## config.mk

```make
export PLATFORM = sky130hd
export DESIGN_NAME = seq_detect_counter_flat
export DESIGN_NICKNAME = d
export VERILOG_FILES = /design/src/rtl/seq_detect_counter_pkg.sv /design/src/rtl/seq_detect_counter_if.sv /design/src/rtl/seq_detect_counter_sat_counter.sv /design/src/rtl/seq_detect_counter.sv /design/src/flat_wrapper.sv
export SDC_FILE = /design/constraint.sdc
export NUM_CORES = 1
export LEC_CHECK = 0
export CAP_MARGIN = 20
export CORE_MARGIN = 2
export CORE_UTILIZATION = 52
export CTS_CLUSTER_SIZE = 40
export DETAILED_ROUTE_END_ITERATION = 16
export HOLD_SLACK_MARGIN = 0.12
export PLACE_DENSITY = 0.89
export SLEW_MARGIN = 40
export SYNTH_ARGS = -nofsm -noshare
export SYNTH_HDL_FRONTEND = slang
export SYNTH_SLANG_ARGS = --single-unit
```

## constraint.sdc

```tcl
create_clock -name clk -period 2.3 [get_ports clk]
set_input_delay 0.23 -clock clk [delete_from_list [all_inputs] [get_ports clk]]
set_output_delay 0.23 -clock clk [all_outputs]
set_load 0.02 [all_outputs]
```

## src/rtl/seq_detect_counter_pkg.sv

```systemverilog
// Shared types and constants for the serial 1011 detector and its counters.
package seq_detect_counter_pkg;

    typedef enum logic [1:0] {
        S0 = 2'b00,  // nothing matched
        S1 = 2'b01,  // "1"
        S2 = 2'b10,  // "10"
        S3 = 2'b11   // "101"
    } state_t;

    localparam logic [3:0]  PATTERN            = 4'b1011;
    localparam int unsigned DEFAULT_CNT_WIDTH  = 8;
    localparam int unsigned DEFAULT_HIST_WIDTH = 8;

endpackage

```

## src/rtl/seq_detect_counter_if.sv

```systemverilog
// Sample/control inputs and observation outputs of the detector, bundled as one port.
interface seq_detect_counter_if
    import seq_detect_counter_pkg::*;
#(
    parameter int unsigned CNT_WIDTH  = DEFAULT_CNT_WIDTH,
    parameter int unsigned HIST_WIDTH = DEFAULT_HIST_WIDTH
) ();

    logic                  enable;
    logic                  clr_counts;
    logic                  ip0;
    logic [HIST_WIDTH-1:0] history;
    logic [CNT_WIDTH-1:0]  rise_count;
    logic                  match;
    logic [CNT_WIDTH-1:0]  match_count;
    logic                  overflow;

    modport master (
        output enable, clr_counts, ip0,
        input  history, rise_count, match, match_count, overflow
    );

    modport slave (
        input  enable, clr_counts, ip0,
        output history, rise_count, match, match_count, overflow
    );

endinterface

```

## src/rtl/seq_detect_counter_sat_counter.sv

```systemverilog
// Saturating up-counter; sat_hit flags an increment attempted while already all-ones.
module sat_counter #(
    parameter int unsigned CNT_WIDTH = 8
) (
    input  logic                 clk,
    input  logic                 rst_n,
    input  logic                 inc,
    input  logic                 clr,
    output logic [CNT_WIDTH-1:0] count,
    output logic                 sat_hit
);

    assign sat_hit = inc && (count == '1);

    always_ff @(posedge clk or negedge rst_n) begin
        if (!rst_n) begin
            count <= '0;
        end else if (clr) begin
            count <= '0;
        end else if (inc && (count != '1)) begin
            count <= count + 1'b1;
        end
    end

endmodule

```

## src/rtl/seq_detect_counter.sv

```systemverilog
// Samples ip0 when enabled: keeps a shift history, counts rising edges and
// detects 1011 (overlapping) with a registered Mealy match pulse.
module seq_detect_counter
    import seq_detect_counter_pkg::*;
#(
    parameter int unsigned CNT_WIDTH  = DEFAULT_CNT_WIDTH,
    parameter int unsigned HIST_WIDTH = DEFAULT_HIST_WIDTH
) (
    input  logic                 clk,
    input  logic                 clear0,
    seq_detect_counter_if.slave  bus
);

    state_t                state_q, state_d;
    logic                  match_d, match_q;
    logic [HIST_WIDTH-1:0] hist_q;
    logic                  prev_q;
    logic                  ovf_q;
    logic                  rise_inc;
    logic                  rise_hit, match_hit;
    logic [CNT_WIDTH-1:0]  rise_cnt, match_cnt;

    assign rise_inc = bus.enable && bus.ip0 && !prev_q;

    always_comb begin
        state_d = state_q;
        match_d = 1'b0;
        if (bus.enable) begin
            case (state_q)
                S0: state_d = (bus.ip0 == PATTERN[3]) ? S1 : S0;
                S1: state_d = (bus.ip0 == PATTERN[2]) ? S2 : S1;
                S2: state_d = (bus.ip0 == PATTERN[1]) ? S3 : S0;
                S3: begin
                    // Trailing 1 of a match doubles as the leading 1 of the next.
                    if (bus.ip0 == PATTERN[0]) begin
                        match_d = 1'b1;
                        state_d = S1;
                    end else begin
                        state_d = S2;
                    end
                end
                default: state_d = S0;
            endcase
        end
    end

    always_ff @(posedge clk or negedge clear0) begin
        if (!clear0) begin
            state_q <= S0;
            match_q <= 1'b0;
            hist_q  <= '0;
            prev_q  <= 1'b0;
            ovf_q   <= 1'b0;
        end else begin
            state_q <= state_d;
            match_q <= match_d;
            if (bus.enable) begin
                hist_q <= {hist_q[HIST_WIDTH-2:0], bus.ip0};
                prev_q <= bus.ip0;
            end
            if (bus.clr_counts) begin
                ovf_q <= 1'b0;
            end else if (rise_hit || match_hit) begin
                ovf_q <= 1'b1;
            end
        end
    end

    sat_counter #(.CNT_WIDTH(CNT_WIDTH)) u_rise_cnt (
        .clk     (clk),
        .rst_n   (clear0),
        .inc     (rise_inc),
        .clr     (bus.clr_counts),
        .count   (rise_cnt),
        .sat_hit (rise_hit)
    );

    sat_counter #(.CNT_WIDTH(CNT_WIDTH)) u_match_cnt (
        .clk     (clk),
        .rst_n   (clear0),
        .inc     (match_d),
        .clr     (bus.clr_counts),
        .count   (match_cnt),
        .sat_hit (match_hit)
    );

    assign bus.history     = hist_q;
    assign bus.rise_count  = rise_cnt;
    assign bus.match       = match_q;
    assign bus.match_count = match_cnt;
    assign bus.overflow    = ovf_q;

endmodule

```

## src/flat_wrapper.sv

```systemverilog
// flat-port wrapper written by rule: the top's interface ports become plain ports
module seq_detect_counter_flat import seq_detect_counter_pkg::*;
#(
    parameter int unsigned CNT_WIDTH  = DEFAULT_CNT_WIDTH,
    parameter int unsigned HIST_WIDTH = DEFAULT_HIST_WIDTH
)
  (clk, clear0, bus_enable, bus_clr_counts, bus_ip0, bus_history, bus_rise_count, bus_match, bus_match_count, bus_overflow);
  seq_detect_counter_if #(.CNT_WIDTH(CNT_WIDTH), .HIST_WIDTH(HIST_WIDTH)) bus_i ();
  input  logic clk;
  input  logic clear0;
  input wire logic [$bits(bus_i.enable)-1:0] bus_enable;
  input wire logic [$bits(bus_i.clr_counts)-1:0] bus_clr_counts;
  input wire logic [$bits(bus_i.ip0)-1:0] bus_ip0;
  output wire logic [$bits(bus_i.history)-1:0] bus_history;
  output wire logic [$bits(bus_i.rise_count)-1:0] bus_rise_count;
  output wire logic [$bits(bus_i.match)-1:0] bus_match;
  output wire logic [$bits(bus_i.match_count)-1:0] bus_match_count;
  output wire logic [$bits(bus_i.overflow)-1:0] bus_overflow;
  assign bus_i.enable = bus_enable;
  assign bus_i.clr_counts = bus_clr_counts;
  assign bus_i.ip0 = bus_ip0;
  assign bus_history = bus_i.history;
  assign bus_rise_count = bus_i.rise_count;
  assign bus_match = bus_i.match;
  assign bus_match_count = bus_i.match_count;
  assign bus_overflow = bus_i.overflow;
  seq_detect_counter #(.CNT_WIDTH(CNT_WIDTH), .HIST_WIDTH(HIST_WIDTH)) u_core (.clk(clk), .clear0(clear0), .bus(bus_i));
endmodule
```

==> results.json <==
{
  "tns_ps": 0,
  "final_nets": 162,
  "r2r_start": "u_core.u_match_cnt.count[0]",
  "crit_fanout": 7,
  "grt_pass1_wl_mm": 4.41,
  "antenna-diode-count": 0,
  "cp.required_ps": 2070,
  "hpwl_mm": 2.04,
  "reg2reg_to": "u_core.u_match_cnt.count[7]",
  "yosysSeqAreaShare": 0.526,
  "setup_viol": 0,
  "fmax_mhz": 588,
  "rows": 18,
  "synth_seq_cells": 28,
  "htreeDepth": 1,
  "syn_area_um2": 1330,
  "die_h_um": 54.6,
  "post_cts_buffers": 0,
  "yosys_warnings": 0,
  "arrival_ps": 1470,
  "insertion_delay_ps": 310,
  "grt_use_total": 0.205,
  "cts.root.buffer_cell": "clkbuf_4",
  "status": "completed",
  "grt_pass1_vias": 976,
  "leakagePower_nw": 0.745,
  "wl_mm": 2.86,
  "drive_gt1_frac": 0.110,
  "ys_types": 35,
  "place_ws_ps": 352,
  "post-route-period-util": 0.740,
  "die-area_um2": 2980,
  "cp_slowest_cell": "clkdlybuf4s50_1",
  "grt_overflow": 0,
  "num-fill-cells": 175,
  "drt-initial-drc-count": 8,
  "peakVddDrop_uv": 511,
  "hold_violations": 0,
  "hold_class": "in -> async",
  "via_per_inst": 5.72,
  "pwr_density_cell_nw_per_um2": 592,
  "syn_nets": 129,
  "drv_slew": 0,
  "max_slew_margin": 0.770,
  "max_cap_violations": 0,
  "setup_ws_ps": 598,
  "cp_top_family": "buffers and inverters",
  "reg2reg_depth": 5,
  "num_io_pins": 31,
  "crit_type": "reg -> out",
  "core-area_um2": 2450,
  "worst-path-buf-inv": 1,
  "crit_path_start_kind": "register",
  "drt_pre_antenna_iters": 4,
  "ctsLongestPathBuffers": 2,
  "whs_ps": 271,
  "endpoint": "bus_rise_count[2]",
  "rrSetupSlack_ps": 650,
  "grt_max_degree": 29,
  "fin_util": 0.695,
  "path_clk_slew_ps": 150,
  "postLayoutCellArea_um2": 1710,
  "wl_per_cell_um": 15.5,
  "die_w_um": 54.6,
  "critical_path.startpoint": "u_core.u_rise_cnt.count[2]",
  "ant_nets": 0,
  "netlist_instances": 122,
  "num_vias": 1053,
  "cp.depth": 1,
  "cts_num_sinks": 28,
  "fin_skew_ps": 4.95,
  "critPathMaxStageDelay_ps": 670,
  "worst_slew_pin_slew_ps": 345,
  "port_buffers": 30,
  "initial_core_util": 0.542,
  "syn_area_per_cell_um2": 10.9,
  "tritoncts": "built",
  "routabilityCongestion": 0.891,
  "drc": 0,
  "cp_cell_sequence": "clkdlybuf4s50_1",
  "placed_area_um2": 1670,
  "antenna_found_initial": 0,
  "fin_crit_ps": 1700,
  "area_growth_pct": 28.1,
  "cts_inserted_buffers": 3,
  "rsz0062_at_grt": "false",
  "post_cts_resize_count": 0,
  "worstSetupEndpointType": "primary output",
  "hold_buffers": 0
}
cell type report:
cell class | instances | area [µm²] | area share
Clock buffer | 4 | 36.3 | 0.0213
Inverter | 5 | 18.8 | 0.0110
Multi-Input combinational cell | 84 | 589 | 0.346
Sequential cell | 28 | 701 | 0.411
Tap cell | 30 | 37.5 | 0.0220
Timing Repair Buffer | 33 | 323 | 0.189
metrics by stage:
stage | power [W] | cells
after floorplan | 0.000670 | 122
after global placement | 0.000774 | 180
after detailed placement | 0.000783 | 180
after CTS | 0.00102 | 184
after global routing | 0.00105 | 184
final | 0.00101 | 184
sequential cells by signal, summed over array words and instances, names as in the netlist:
| name | cells |
|---|---|
| u_core.bus.overflow | 1 |
| u_core.u_rise_cnt.count | 8 |
| u_core.bus.match | 1 |
| u_core.state_q | 2 |
| u_core.u_match_cnt.count | 8 |
| u_core.bus.history | 8 |
cells by family (layout without fill, tap and decap cells):
kind of cell    count (synthesis)  in the layout  share of synthesized area
xor+xnor                       12             12                     0.0789
mux                            10             10                     0.0827
flops                          28             28                      0.526
fa+ha+maj                       2              2                     0.0188
buf+inv                        10             42                     0.0310
simple gates                   44             44                      0.176
compound gates                 16             16                     0.0865
synthesized netlist by cell type:
cell type  instances  area (µm²)
xnor2_1            4        35.0
a21oi_1            1        5.00
clkinv_1           1        3.75
or4_1              1        7.51
nand4_2            1        12.5
nand4b_1           1        8.76
mux2i_1            2        20.0
and4_4             1        11.3
a311oi_1           1        8.76
a211oi_1           1        7.51
mux2_1             1        11.3
buf_4              1        7.51
clkbuf_1           3        11.3
and3_1             4        25.0
ha_1               2        25.0
o31ai_1            1        7.51
and2_1             1        6.26
inv_1              4        15.0
nor3_1             3        15.0
and4_1             1        8.76
nand3_1            4        20.0
o21ai_1            2        10.0
o211ai_1           5        37.5
mux2_2             7        78.8
dfrtp_1           28         701
o2111ai_1          1        8.76
nor2b_1            1        6.26
o21ai_0            3        15.0
nand2_1            5        18.8
xor2_1             8        70.1
nor2_1            16        60.1
and3b_1            1        8.76
nand4_1            4        25.0
a2111oi_2          1        15.0
buf_1              1        3.75
cell usage in the layout, fill, tap and decap left out, types with 2 or more instances in the layout:
master	count
o211ai_1	5
xnor2_1	4
o21ai_0	3
clkdlybuf4s50_1	30
dfrtp_1	28
nand3_1	4
mux2i_1	2
and3_1	4
clkbuf_4	3
ha_1	2
nand2_1	5
nor2_1	16
o21ai_1	2
nand4_1	4
buf_4	3
xor2_1	8
mux2_2	7
inv_1	4
nor3_1	3
worst min-delay path by stage:
stage                 startpoint                     endpoint  slack [ps]  cells after the start
2_1_floorplan             clear0        u_core.bus.history[0]         -70                      0
3_3_place_gp   u_core.state_q[1]            u_core.state_q[1]         470                      2
3_5_place_dp   u_core.state_q[1]            u_core.state_q[1]         500                      2
4_1_cts                   clear0  u_core.u_match_cnt.count[0]         280                      2
5_1_grt                   clear0   u_core.u_rise_cnt.count[3]         290                      2
6_report                  clear0            u_core.state_q[0]         270                      2
report_power, final:
| group | switching (W) | internal, W |
|---|---|---|
| logic | 0.000102 | 0.000105 |
| clock network | 0.000139 | 0.0000966 |
| registers | 0.0000333 | 0.000533 |
layer usage:
layer  routed length, µm  vias up  GRT usage  share of wire
met5                   0        -          0              0
met4                  60        0     0.0625          0.021
met3                 102        6     0.0328          0.036
met2                1470       27      0.369           0.52
met1                1220      526      0.249           0.43
li1                    -      494          -              -
(Power assumes the default switching activity.)
